$ cat src/rtl/divisor_pkg.sv
// Shared types and constants for the iterative restoring divider.
package divisor_pkg;

    localparam int DEFAULT_WIDTH = 32;

    typedef enum logic [2:0] {
        IDLE   = 3'd0,
        PREP   = 3'd1,
        OPER   = 3'd2,
        FIN    = 3'd3,
        ESPERA = 3'd4
    } estado_t;

endpackage

$ cat src/rtl/divisor_paso.sv
// One restoring-division step: shift the next dividend bit into the partial
// remainder, trial-subtract the divisor, keep the difference if it did not
// go negative, and shift the resulting quotient bit in at the LSB.
module divisor_paso #(
    parameter int WIDTH = 32
) (
    input  logic [WIDTH:0]   rem_i,
    input  logic [WIDTH-1:0] quo_i,
    input  logic [WIDTH-1:0] den_i,
    output logic [WIDTH:0]   rem_o,
    output logic [WIDTH-1:0] quo_o
);

    logic [WIDTH:0] rem_shift;
    logic [WIDTH:0] trial;
    logic           q_bit;

    // The partial remainder is always below the divisor, so after the shift
    // it fits in WIDTH+1 bits and the trial MSB is a valid borrow indicator.
    always_comb begin
        rem_shift = {rem_i[WIDTH-1:0], quo_i[WIDTH-1]};
        trial     = rem_shift - {1'b0, den_i};
        q_bit     = ~trial[WIDTH];
        rem_o     = q_bit ? trial : rem_shift;
        quo_o     = {quo_i[WIDTH-2:0], q_bit};
    end

endmodule

$ cat src/rtl/divisor_algoritmico_param.sv
// Iterative signed/unsigned restoring divider, one quotient bit per cycle.
//
// state  | meaning
// -------+----------------------------------------------------------
// IDLE   | waiting for Start; operands latched when it is seen
// PREP   | divide-by-zero check, operand magnitudes, sign capture
// OPER   | WIDTH restoring steps, MSB first
// FIN    | sign correction, results/flag written, Done pulsed
// ESPERA | waiting for Start to go low so a held Start cannot retrigger
module divisor_algoritmico_param
    import divisor_pkg::*;
#(
    parameter int WIDTH = DEFAULT_WIDTH
) (
    input  logic             CLK,
    input  logic             RSTa,
    input  logic             Start,
    input  logic             Signed_mode,
    input  logic [WIDTH-1:0] Num,
    input  logic [WIDTH-1:0] Den,
    output logic [WIDTH-1:0] Coc,
    output logic [WIDTH-1:0] Res,
    output logic             Done,
    output logic             Busy,
    output logic             Div_cero
);

    localparam int CW = $clog2(WIDTH + 1);

    estado_t          estado_q, estado_d;
    logic [WIDTH-1:0] num_q, num_d;
    logic [WIDTH-1:0] den_q, den_d;
    logic             modo_q, modo_d;
    logic [WIDTH:0]   rem_q, rem_d;
    logic [WIDTH-1:0] quo_q, quo_d;
    logic [CW-1:0]    cnt_q, cnt_d;
    logic             sgn_coc_q, sgn_coc_d;
    logic             sgn_res_q, sgn_res_d;
    logic [WIDTH-1:0] coc_q, coc_d;
    logic [WIDTH-1:0] res_q, res_d;
    logic             done_q, done_d;
    logic             busy_q, busy_d;
    logic             dz_q, dz_d;

    logic [WIDTH:0]   paso_rem;
    logic [WIDTH-1:0] paso_quo;
    logic [WIDTH-1:0] rem_lo;

    assign rem_lo = rem_q[WIDTH-1:0];

    divisor_paso #(
        .WIDTH (WIDTH)
    ) u_paso (
        .rem_i (rem_q),
        .quo_i (quo_q),
        .den_i (den_q),
        .rem_o (paso_rem),
        .quo_o (paso_quo)
    );

    // Next-state and datapath update; every register holds unless its state acts.
    always_comb begin
        estado_d  = estado_q;
        num_d     = num_q;
        den_d     = den_q;
        modo_d    = modo_q;
        rem_d     = rem_q;
        quo_d     = quo_q;
        cnt_d     = cnt_q;
        sgn_coc_d = sgn_coc_q;
        sgn_res_d = sgn_res_q;
        coc_d     = coc_q;
        res_d     = res_q;
        done_d    = 1'b0;
        busy_d    = busy_q;
        dz_d      = dz_q;

        case (estado_q)
            IDLE: begin
                if (Start) begin
                    num_d    = Num;
                    den_d    = Den;
                    modo_d   = Signed_mode;
                    busy_d   = 1'b1;
                    estado_d = PREP;
                end
            end

            PREP: begin
                if (den_q == '0) begin
                    estado_d = FIN;
                end else begin
                    // The dividend is loaded into the quotient register and
                    // shifted out MSB first as quotient bits shift in.
                    quo_d     = (modo_q && num_q[WIDTH-1]) ? -num_q : num_q;
                    den_d     = (modo_q && den_q[WIDTH-1]) ? -den_q : den_q;
                    rem_d     = '0;
                    sgn_coc_d = modo_q & (num_q[WIDTH-1] ^ den_q[WIDTH-1]);
                    sgn_res_d = modo_q & num_q[WIDTH-1];
                    cnt_d     = CW'(WIDTH);
                    estado_d  = OPER;
                end
            end

            OPER: begin
                rem_d = paso_rem;
                quo_d = paso_quo;
                cnt_d = cnt_q - CW'(1);
                if (cnt_q == CW'(1)) begin
                    estado_d = FIN;
                end
            end

            FIN: begin
                if (den_q == '0) begin
                    coc_d = '0;
                    res_d = '0;
                    dz_d  = 1'b1;
                end else begin
                    coc_d = sgn_coc_q ? -quo_q : quo_q;
                    res_d = sgn_res_q ? -rem_lo : rem_lo;
                    dz_d  = 1'b0;
                end
                done_d   = 1'b1;
                busy_d   = 1'b0;
                estado_d = ESPERA;
            end

            ESPERA: begin
                if (!Start) begin
                    estado_d = IDLE;
                end
            end

            default: begin
                estado_d = IDLE;
            end
        endcase
    end

    // Single register bank with synchronous active-low reset.
    always_ff @(posedge CLK) begin
        if (!RSTa) begin
            estado_q  <= IDLE;
            num_q     <= '0;
            den_q     <= '0;
            modo_q    <= 1'b0;
            rem_q     <= '0;
            quo_q     <= '0;
            cnt_q     <= '0;
            sgn_coc_q <= 1'b0;
            sgn_res_q <= 1'b0;
            coc_q     <= '0;
            res_q     <= '0;
            done_q    <= 1'b0;
            busy_q    <= 1'b0;
            dz_q      <= 1'b0;
        end else begin
            estado_q  <= estado_d;
            num_q     <= num_d;
            den_q     <= den_d;
            modo_q    <= modo_d;
            rem_q     <= rem_d;
            quo_q     <= quo_d;
            cnt_q     <= cnt_d;
            sgn_coc_q <= sgn_coc_d;
            sgn_res_q <= sgn_res_d;
            coc_q     <= coc_d;
            res_q     <= res_d;
            done_q    <= done_d;
            busy_q    <= busy_d;
            dz_q      <= dz_d;
        end
    end

    assign Coc      = coc_q;
    assign Res      = res_q;
    assign Done     = done_q;
    assign Busy     = busy_q;
    assign Div_cero = dz_q;

endmodule

$ cat config.mk
export PLATFORM = sky130hd
export DESIGN_NAME = divisor_algoritmico_param
export DESIGN_NICKNAME = d
export VERILOG_FILES = /design/src/rtl/divisor_pkg.sv /design/src/rtl/divisor_paso.sv /design/src/rtl/divisor_algoritmico_param.sv
export SDC_FILE = /design/constraint.sdc
export NUM_CORES = 1
export LEC_CHECK = 0
export ABC_AREA = 1
export CORE_ASPECT_RATIO = 0.9
export CORE_UTILIZATION = 64
export CTS_CLUSTER_SIZE = 8
export DETAILED_ROUTE_END_ITERATION = 16
export GPL_TIMING_DRIVEN = 0
export HOLD_SLACK_MARGIN = 0.12
export PLACE_DENSITY = 0.91
export SETUP_SLACK_MARGIN = 0.3
export SLEW_MARGIN = 15
export SYNTH_ARGS = -nofsm -noshare
export SYNTH_HDL_FRONTEND = slang
export SYNTH_HIERARCHICAL = 1
export SYNTH_SLANG_ARGS = --single-unit
$ cat constraint.sdc
create_clock -name CLK -period 4.6 [get_ports CLK]
set_clock_uncertainty 0.15 [all_clocks]
set_input_delay 0.92 -clock CLK [delete_from_list [all_inputs] [get_ports CLK]]
set_output_delay 0.92 -clock CLK [all_outputs]
set_load 0.1 [all_outputs]
==> summary.md <==
| Metric | Value |
|---|---|
| Final ANT Viol Nets | 0 |
| Syn Nets | 2616 |
| Multi-input logic area | 8640 um^2 |
| Number of fill cells | 1891 |
| GRT Overall Usage | 0.426 |
| # nets final | approximately 2.8k |
| Final Slew Violations | 0 |
| Clock slew at reported path FFs | 0.05 ns |
| Ys Warns | 6 |
| Core Util, Final | 0.761 |
| Syn avg cell area | 5.83 um^2 |
| CP endpoint kind | flop |
| PD cells | 481 nW/um^2 |
| Leakage power | 0.00802 uW |
| FP Rows | 52 |
| Htree depth | 1 |
| # clock sinks | between 200 and 250 |
| Final TNS setup | 0 ns |
| DRC | 0 |
| Layout cells sized above 1 | 0.0453 |
| Total grt overflow | 0 |
| RSZ-0062 raised after global routing | false |
| DR pass1 iterations | 7 |
| Final hold vios | 0 |
| Cts hold-fix bufs | 0 |
| 1st-iter DRT viols | ~2.1k |
| Die X-Extent | between 150 and 200 um |
| Die Area | about 23000 um^2 |
| Starting Density | 0.651 |
| Critical Path AT | 4.24 ns |
| Worst slew margin | 0.307 |
| Final period demand of the worst path | ~3.9 ns |
| Max cap viols | 0 |
| DP HPWL | 39100 um |
| Peak Freq | about 0.25 GHz |
| Antenna violations before repair | 0 |
| Syn-to-layout area delta | 16.8% |
| Critical Path RT | 4.90 ns |
| Register Area | around 4100 um^2 |
| Final Cycle Share | 0.856 |
| Clk root buf | clkbuf_16 |
| Peak VDD IR | 0.338 mV |
| Worst-Margin Slew | approximately 1.0 ns |
| Hold Crit Class | reg -> reg |
| Synth Instances | 2508 |
| CP Max Fanout | 10 |
| Core Area | roughly 22000 um^2 |
| Outcome | finished, final reports clean |
| CTS tree | yes |
| First-pass GRT wire length | slightly above 80000 um |
| Pin count of the biggest net entering global routing | 15 |
| Vias in the first global route | 15.8k |
| WS Path Type | reg -> reg |
| Via Count | 17.3k |
| GPL Wtd Cong | 1.01 |
| Die Y | between 100 and 150 um |
| Final setup vio count | 0 |
| Crit path launch type | flop |
| Skew-Pair Late Insertion Delay | 0.56 ns |
| Drt via density | between 5 and 6 |
| IO Pins | 135 |
| Cts repair resizes | 0 |
| Diodes inserted | 0 |
| TritonCTS Buffers | 29 |
| Post-Syn Area | 14600 um^2 |
| I/O Buffers | 134 |
| Post-DR wirelength/cell | 16.9 um |
| Clk buf depth | 3 |
| Post-CTS Setup Bufs | 0 |
| WL final | 50200 um |
flip-flops by register name, summed over array words and instances (netlist names):
signal,cells
den_q,32
Busy,1
Res,32
num_q,32
quo_q,32
sgn_res_q,1
sgn_coc_q,1
Done,1
modo_q,1
estado_q,3
Div_cero,1
cnt_q,6
rem_q,32
Coc,32
metal layers:
metal	routed length (um)	GRT usage
met1	21000	0.603
met2	21000	0.652
met3	6500	0.0818
met4	1670	0.136
met5	0	0
final timing paths:
| kind | start | slack [ns] | end | cells after the start |
|---|---|---|---|---|
| setup reg to reg | quo_q[31] | 0.66 | rem_q[19] | 21 |
| hold / removal | Coc[28] | 0.31 | Coc[28] | 2 |
| setup / recovery | quo_q[31] | 0.66 | rem_q[19] | 21 |
| hold reg to reg | Coc[28] | 0.31 | Coc[28] | 2 |
per-stage QoR:
step           setup WS (ns)  cells  cell area (um^2)  hold slack, ns  power, uW
2_1_floorplan           1.50   2508             14600           0.297       5130
3_3_place_gp           0.803   2939             16300           0.302       6090
3_5_place_dp           0.685   2939             16300           0.306       6190
4_1_cts                0.649   2970             17100           0.314       8040
5_1_grt                0.396   2970             17100           0.329       8720
6_report               0.665   2970             17100           0.313       8210
power by group:
part | internal (uW) | switching [uW] | leakage, uW
Clock | 1100 | 755 | 0.000363
Combinational | 1240 | 2740 | 0.00597
Sequential | 2040 | 333 | 0.00169
cell usage in the layout, fill, tap and decap left out, types with 5 or more instances in the layout:
cell type and instances:
nand2_1 790, nand2_2 7, clkbuf_1 70, buf_4 42
nor3_1 10, a21oi_1 221, buf_2 11, inv_1 312
xnor2_1 15, dfxtp_1 207, nand3_1 234, clkdlybuf4s50_1 134
nand3b_1 6, nand4_1 35, ha_1 39, nor2_2 9
o31ai_1 5, nand3_2 5, xor2_1 23, o21ai_1 14
o21ai_0 138, clkbuf_16 29, nor2_1 275
cell type report:
type | instances | area share
multi-input combinational | 1859 | 0.506
sequential | 207 | 0.243
timing repair buffer | 134 | 0.0786
inverter | 315 | 0.0693
clock buffer | 30 | 0.0427
buffer | 127 | 0.0382
tap | 297 | 0.0218
clock inverter | 1 | 0.000513
worst max-delay path: stages (launching register included):
cell	delay (ns)
dfxtp_1	0.50
inv_1	0.08
ha_1	0.24
fa_1	0.37
inv_1	0.15
nand3_1	0.09
nand3_1	0.16
nand3_1	0.11
nand3_2	0.12
nand2_1	0.10
nand2_1	0.10
nand4_1	0.08
nand2_1	0.11
ha_1	0.30
buf_2	0.21
inv_1	0.08
buf_2	0.20
clkbuf_2	0.28
nand2_1	0.09
nand2_1	0.08
nand2_1	0.05
a21oi_1	0.17
(Power assumes the default switching activity.)
